$ cat config.mk
export PLATFORM = sky130hd
export DESIGN_NAME = vga_sync_gen
export DESIGN_NICKNAME = d
export VERILOG_FILES = /design/src/rtl/vga_pkg.sv /design/src/rtl/vga_bar_pattern.sv /design/src/rtl/vga_sync_gen.sv
export SDC_FILE = /design/constraint.sdc
export NUM_CORES = 1
export LEC_CHECK = 0
export CAP_MARGIN = 20
export CORE_MARGIN = 10
export CORE_UTILIZATION = 25
export DETAILED_ROUTE_END_ITERATION = 7
export PLACE_DENSITY = 0.56
export SLEW_MARGIN = 20
export SYNTH_ARGS = -nofsm -noshare
export SYNTH_HDL_FRONTEND = slang
export SYNTH_SLANG_ARGS = --single-unit
$ cat constraint.sdc
create_clock -name vga_clk -period 6.1 [get_ports vga_clk]
set_clock_uncertainty 0.15 [all_clocks]
set_input_delay 0.61 -clock vga_clk [delete_from_list [all_inputs] [get_ports vga_clk]]
set_output_delay 0.61 -clock vga_clk [all_outputs]
set_load 0.01 [all_outputs]
$ cat src/rtl/vga_pkg.sv
// Shared VGA 640x480@60 timing defaults, derived totals/sync boundaries and common types.
package vga_pkg;

  localparam int unsigned CNT_W = 10;

  localparam int unsigned H_VISIBLE_DEF = 640;
  localparam int unsigned H_FRONT_DEF   = 16;
  localparam int unsigned H_SYNC_DEF    = 96;
  localparam int unsigned H_BACK_DEF    = 48;
  localparam int unsigned V_VISIBLE_DEF = 480;
  localparam int unsigned V_FRONT_DEF   = 10;
  localparam int unsigned V_SYNC_DEF    = 2;
  localparam int unsigned V_BACK_DEF    = 33;

  localparam int unsigned H_TOTAL_DEF = H_VISIBLE_DEF + H_FRONT_DEF + H_SYNC_DEF + H_BACK_DEF;
  localparam int unsigned V_TOTAL_DEF = V_VISIBLE_DEF + V_FRONT_DEF + V_SYNC_DEF + V_BACK_DEF;

  localparam int unsigned H_SYNC_START_DEF = H_VISIBLE_DEF + H_FRONT_DEF;
  localparam int unsigned H_SYNC_END_DEF   = H_SYNC_START_DEF + H_SYNC_DEF;
  localparam int unsigned V_SYNC_START_DEF = V_VISIBLE_DEF + V_FRONT_DEF;
  localparam int unsigned V_SYNC_END_DEF   = V_SYNC_START_DEF + V_SYNC_DEF;

  // Width of one colour bar in the optional test pattern (8 bars across 640 pixels).
  localparam int unsigned BAR_WIDTH = 80;

  typedef logic [CNT_W-1:0] count_t;
  typedef logic [2:0]       rgb_t;

  function automatic count_t wrap_inc(input count_t value, input count_t last);
    return (value == last) ? '0 : value + count_t'(1);
  endfunction

endpackage

$ cat src/rtl/vga_bar_pattern.sv
// Eight-bar vertical colour pattern: colour = floor(h/BAR_WIDTH) via a compare chain.
// Only compiled when VGA_TEST_PATTERN_EN is defined, the only build that instantiates it.
`ifdef VGA_TEST_PATTERN_EN
module vga_bar_pattern
  import vga_pkg::*;
#(
  parameter int unsigned BAR_W = BAR_WIDTH
) (
  input  logic [9:0] h_count,
  output logic [2:0] colour
);

  localparam count_t EDGE1 = count_t'(1 * BAR_W);
  localparam count_t EDGE2 = count_t'(2 * BAR_W);
  localparam count_t EDGE3 = count_t'(3 * BAR_W);
  localparam count_t EDGE4 = count_t'(4 * BAR_W);
  localparam count_t EDGE5 = count_t'(5 * BAR_W);
  localparam count_t EDGE6 = count_t'(6 * BAR_W);
  localparam count_t EDGE7 = count_t'(7 * BAR_W);

  // Anything past the seventh edge is bar 7; blanking beyond the visible area is done by the caller.
  always_comb begin
    colour = 3'd7;
    if (h_count < EDGE1)      colour = 3'd0;
    else if (h_count < EDGE2) colour = 3'd1;
    else if (h_count < EDGE3) colour = 3'd2;
    else if (h_count < EDGE4) colour = 3'd3;
    else if (h_count < EDGE5) colour = 3'd4;
    else if (h_count < EDGE6) colour = 3'd5;
    else if (h_count < EDGE7) colour = 3'd6;
  end

endmodule
`endif

$ cat src/rtl/vga_sync_gen.sv
// VGA sync generator: live pixel counters plus one-cycle-registered sync/blank/colour outputs.
// Define VGA_TEST_PATTERN_EN to replace pixel_rgb with an internal vertical bar pattern.
module vga_sync_gen
  import vga_pkg::*;
#(
  parameter int unsigned H_VISIBLE = H_VISIBLE_DEF,
  parameter int unsigned H_FRONT   = H_FRONT_DEF,
  parameter int unsigned H_SYNC    = H_SYNC_DEF,
  parameter int unsigned H_BACK    = H_BACK_DEF,
  parameter int unsigned V_VISIBLE = V_VISIBLE_DEF,
  parameter int unsigned V_FRONT   = V_FRONT_DEF,
  parameter int unsigned V_SYNC    = V_SYNC_DEF,
  parameter int unsigned V_BACK    = V_BACK_DEF
) (
  input  logic       vga_clk,
  input  logic       reset,
  input  logic [2:0] pixel_rgb,
  output logic [9:0] pixel_x,
  output logic [9:0] pixel_y,
  output logic [2:0] RGB,
  output logic       hsync,
  output logic       vsync,
  output logic       video_on,
  output logic       frame_start
);

  localparam count_t H_LAST       = count_t'(H_VISIBLE + H_FRONT + H_SYNC + H_BACK - 1);
  localparam count_t V_LAST       = count_t'(V_VISIBLE + V_FRONT + V_SYNC + V_BACK - 1);
  localparam count_t H_VIS_END    = count_t'(H_VISIBLE);
  localparam count_t V_VIS_END    = count_t'(V_VISIBLE);
  localparam count_t H_SYNC_START = count_t'(H_VISIBLE + H_FRONT);
  localparam count_t H_SYNC_END   = count_t'(H_VISIBLE + H_FRONT + H_SYNC);
  localparam count_t V_SYNC_START = count_t'(V_VISIBLE + V_FRONT);
  localparam count_t V_SYNC_END   = count_t'(V_VISIBLE + V_FRONT + V_SYNC);

  count_t h_count;
  count_t v_count;
  rgb_t   colour;
  logic   h_sync_zone;
  logic   v_sync_zone;
  logic   visible;

  // Line advances only as the pixel counter wraps, so both wrap together into (0,0).
  always_ff @(posedge vga_clk) begin
    if (reset) begin
      h_count <= '0;
      v_count <= '0;
    end else begin
      h_count <= wrap_inc(h_count, H_LAST);
      if (h_count == H_LAST) begin
        v_count <= wrap_inc(v_count, V_LAST);
      end
    end
  end

  assign pixel_x = h_count;
  assign pixel_y = v_count;

`ifdef VGA_TEST_PATTERN_EN
  logic [2:0] unused_pixel_rgb;
  assign unused_pixel_rgb = pixel_rgb;

  vga_bar_pattern u_bar_pattern (
    .h_count (h_count),
    .colour  (colour)
  );
`else
  assign colour = pixel_rgb;
`endif

  always_comb begin
    h_sync_zone = 1'b0;
    v_sync_zone = 1'b0;
    visible     = 1'b0;
    if ((h_count >= H_SYNC_START) && (h_count < H_SYNC_END)) h_sync_zone = 1'b1;
    if ((v_count >= V_SYNC_START) && (v_count < V_SYNC_END)) v_sync_zone = 1'b1;
    if ((h_count < H_VIS_END) && (v_count < V_VIS_END))      visible     = 1'b1;
  end

  // All timing outputs come from the same register stage so they stay mutually aligned.
  always_ff @(posedge vga_clk) begin
    if (reset) begin
      hsync       <= 1'b1;
      vsync       <= 1'b1;
      video_on    <= 1'b0;
      RGB         <= '0;
      frame_start <= 1'b0;
    end else begin
      hsync       <= ~h_sync_zone;
      vsync       <= ~v_sync_zone;
      video_on    <= visible;
      RGB         <= visible ? colour : '0;
      frame_start <= (h_count == '0) && (v_count == '0);
    end
  end

endmodule
# After elaboration in Yosys (flattened, before gate mapping)

Index checks and enable logic that the tools add are counted.

Logic and storage cells: 32
Register bits after elaboration: 27
Input port bits: 5
Output and inout port bits: 27

Reductions and logical operators: 8
Add/sub/neg operators: 2
Bitwise operators: 3
Magnitude comparators: 6
Multiplexer cells: 4
Eq/ne operators: 2

Operator list:

| cell                                                                | number |
|---|---|
| adder 10 x 1 -> 10 bit (second input constant)                      | 2 |
| == test 10 bit (second input constant)                              | 2 |
| logical NOT 10 bit                                                  | 2 |
| less-than comparator 10 bit (second input constant)                 | 2 |
| less-than comparator 10 x 9 -> 1 bit (second input constant)        | 2 |
| greater-or-equal comparator 10 bit (second input constant)          | 1 |
| greater-or-equal comparator 10 x 9 -> 1 bit (second input constant) | 1 |
| 2-to-1 mux 10 bit                                                   | 1 |
| logical AND 1 bit                                                   | 4 |
| OR reduction 2 bit                                                  | 2 |
| 2-to-1 mux 1 bit                                                    | 3 |
| NOT 1 bit                                                           | 3 |

# Depth between registers and ports, before layout

Depth after elaboration: 5
Depth in mapped cells: 6
Mapped depth without buffers: 6

# Least setup slack after synthesis

Ideal clock, no wire load.

Kind: register to register
Start: register h_count[0] (netlist: pixel_x[0])
End: register v_count[6] (netlist: pixel_y[6])
Clock period less this slack: 2.151 ns
Cell stages (with the launch flop): 6
Slack: 3.949 ns
Data required time: 5.879 ns
Buffers on the path: 0
Library setup time: 0.071 ns
Arrival: 1.930 ns
Path through: dfxtp_1 > ha_1 > nand4_1 > or4_4 > or4_1 > a21oi_1

Cells in the longest elaborated chain, start to end: 1

RTL lines:

| element                | RTL line           | text |
|---|---|---|
| start, declared        | vga_sync_gen.sv:36 | `count_t h_count;` |
| start signal, assigned | vga_sync_gen.sv:49 | `h_count <= wrap_inc(h_count, H_LAST);` |
| == test 10 bit         | vga_sync_gen.sv:50 | `if (h_count == H_LAST) begin` |
| end signal, assigned   | vga_sync_gen.sv:51 | `v_count <= wrap_inc(v_count, V_LAST);` |
| end, declared          | vga_sync_gen.sv:37 | `count_t v_count;` |

No other way between the ends.
A chain may end at the register's enable or synchronous reset.

# Worst setup path after layout

Same ends and word-level chain as after synthesis.

==> results.sh <==
export IMPL_start_util=0.259
export IMPL_drive_gt1_frac=0.0485
export IMPL_htree_num_levels=1
export IMPL_drc=0
export IMPL_yosysTopAreaCell="dfxtp_1"
export IMPL_grt_ovfl_total=0
export IMPL_io_pins=32
export IMPL_die_w_um=90.2
export IMPL_cts_buffer_depth=2
export IMPL_grt_pass1_vias=1060
export IMPL_setup_viol=0
export IMPL_root_buffer="clkbuf_8"
export IMPL_gp_congestion=0.725
export IMPL_clk_pin_slew_ns=0.09
export IMPL_area_delta_synth_final_pct=33.1
export IMPL_cts_tree="done"
export IMPL_syn_num_nets=146
export IMPL_rows=25
export IMPL_die_height_um=90.2
export IMPL_ys_seq_area_frac=0.439
export IMPL_die_area_um2=8140
export IMPL_ys_warn_count=0
export IMPL_synth_top_cell_area_share=0.439
export IMPL_rsz0062_at_grt="no"
export IMPL_routedWlPerCell_um=13.0
export IMPL_dp_hpwl_um=2220
export IMPL_crit_required_ns=6.15
export IMPL_clkLatencyLatePin_ns=0.27
export IMPL_synthFlopType="dfxtp_1"
export IMPL_vias_per_cell=4.50
export IMPL_core_area_um2=4750
export IMPL_slew_violations=0
export IMPL_maxCapViolations=0
export IMPL_hold_class="register to register"
export IMPL_startpoint_type="register"
export IMPL_antenna_found_initial=0
export IMPL_endpoint_kind="register"
export IMPL_slowest_delay_ns=0.60
export IMPL_crit_type="register to register"
export IMPL_grt_use_total=0.0737
export IMPL_fin_crit_sh=0.383
export IMPL_cts_sinks=27
export IMPL_synth_edff_count=0
export IMPL_crit_chain="ha_1, nand4_1, or4_4, or4_1, a21oi_1"
export IMPL_tightest_slew_ns=0.665
export IMPL_syn_mean_instance_area_um2=9.06
export IMPL_fin_nets=176
export IMPL_mappedNetlistArea_um2=1230
export IMPL_path_max_fanout=6
export IMPL_max_freq_ghz=0.428
export IMPL_antenna_cells=0
export IMPL_yosys_top_cells_area="dfxtp_1, xnor2_1, ha_1"
export IMPL_wl_um=3010
export IMPL_drt_iter0_markers=75
export IMPL_status="complete, no violations"
export IMPL_vias=1043
export IMPL_grt_max_degree=17
export IMPL_hold_ws_ns=0.391
export IMPL_fin_crit_ns=2.34
export IMPL_max_slew_margin=0.554
export IMPL_cts_buffers=3
export IMPL_async_reset_ff_frac=0
export IMPL_grt_first_pass_wirelength_um=5130
export IMPL_cts_setup_buffers=0
export IMPL_synth_ff_latch_count=27
export IMPL_hold_violations=0
export IMPL_ctsResizeCount=0
export IMPL_p_leak_uw=0.000540
export IMPL_cp_arrival_ns=2.38
export IMPL_crit_slowest_cell="or4_4"
export IMPL_holdBufCountCts=0
export IMPL_ys_top_cells_by_count="dfxtp_1, nor2_1, nor3_1"
export IMPL_dr_pass1_iters=4
export IMPL_yosysMostFrequentCell="dfxtp_1"
export IMPL_setup_tns_ns=0
export IMPL_peakVddDrop_uv=71.7
export IMPL_antenna_left=0
export IMPL_final_util=0.345
export IMPL_port_buffers=31
export IMPL_syn_inst=136
export IMPL_powerDensity_nw_per_um2=186
export IMPL_yosys_cell_types_count=31
metrics by stage:
stage	setup slack, ns	cells	total power (µW)	cell area (µm²)
after floorplan	3.95	136	197	1230
after global placement	3.79	228	209	1590
after detailed placement	3.76	228	209	1590
after CTS	3.75	232	309	1640
after global routing	3.55	232	318	1640
final	3.76	232	305	1640
cells in the final DEF, fill, tap and decap left out, types with 3 or more instances in the layout:
cell	n
a21oi_1	4
and2_1	4
clkbuf_8	3
clkdlybuf4s50_1	31
dfxtp_1	27
ha_1	5
inv_1	7
nand2_1	5
nand3_1	9
nand4_1	5
nor2_1	11
nor3_1	11
nor4_1	4
or3_1	3
or4_1	4
xnor2_1	9
xor2_1	4
path summary, 6_finish.rpt:
path	slack (ns)	startpoint	cells past startpoint	to
setup / recovery	3.76	pixel_x[0]$_SDFF_PP0_	5	pixel_y[6]$_SDFFE_PP0N_
hold / removal	0.39	pixel_y[8]$_SDFFE_PP0N_	2	pixel_y[8]$_SDFFE_PP0N_
setup reg to reg	3.76	pixel_x[0]$_SDFF_PP0_	5	pixel_y[6]$_SDFFE_PP0N_
hold reg to reg	0.39	pixel_y[8]$_SDFFE_PP0N_	2	pixel_y[8]$_SDFFE_PP0N_
routing by layer:
metal	track usage	wire (µm)	vias to the layer above
met5	0	0	-
li1	-	-	539
met2	0.118	1310	28
met3	0.0208	189	4
met4	0.0358	49	0
met1	0.0882	1460	472
flip-flops by register name (all words and copies together), names as in the netlist:
register / cells
pixel_x: 10
pixel_y: 10
RGB: 3
frame_start: 1
hsync: 1
video_on: 1
vsync: 1
power breakdown:
group,switching (µW),internal (µW)
Clock,54.5,45.8
Sequential,3.45,180
Combinational,8.64,12.2
logic make-up (layout without fill, tap and decap cells):
kind of cell,after synthesis,after routing,share of synthesized area
simple gates,66,66,0.304
flops,27,27,0.439
xor+xnor,13,13,0.0924
buf+inv,13,42,0.0477
compound gates,10,10,0.0508
fa+ha+maj,5,5,0.0508
mux,2,2,0.0162
critical path, delay by kind of cell, from the launching register on:
family / cells / cell delay (ns)
compound gates: 1 / 0.14
fa+ha+maj: 1 / 0.26
flops: 1 / 0.44
simple gates: 3 / 1.27
cell type report:
| class | count | area, µm² |
|---|---|---|
| tap | 67 | 83.8 |
| multi-input combinational | 96 | 633 |
| inverter | 7 | 26.3 |
| timing repair buffer | 31 | 310 |
| sequential | 27 | 541 |
| clock inverter | 1 | 5.00 |
| fill | 512 | 3110 |
| clock buffer | 3 | 41.3 |
(Power assumes the default switching activity.)
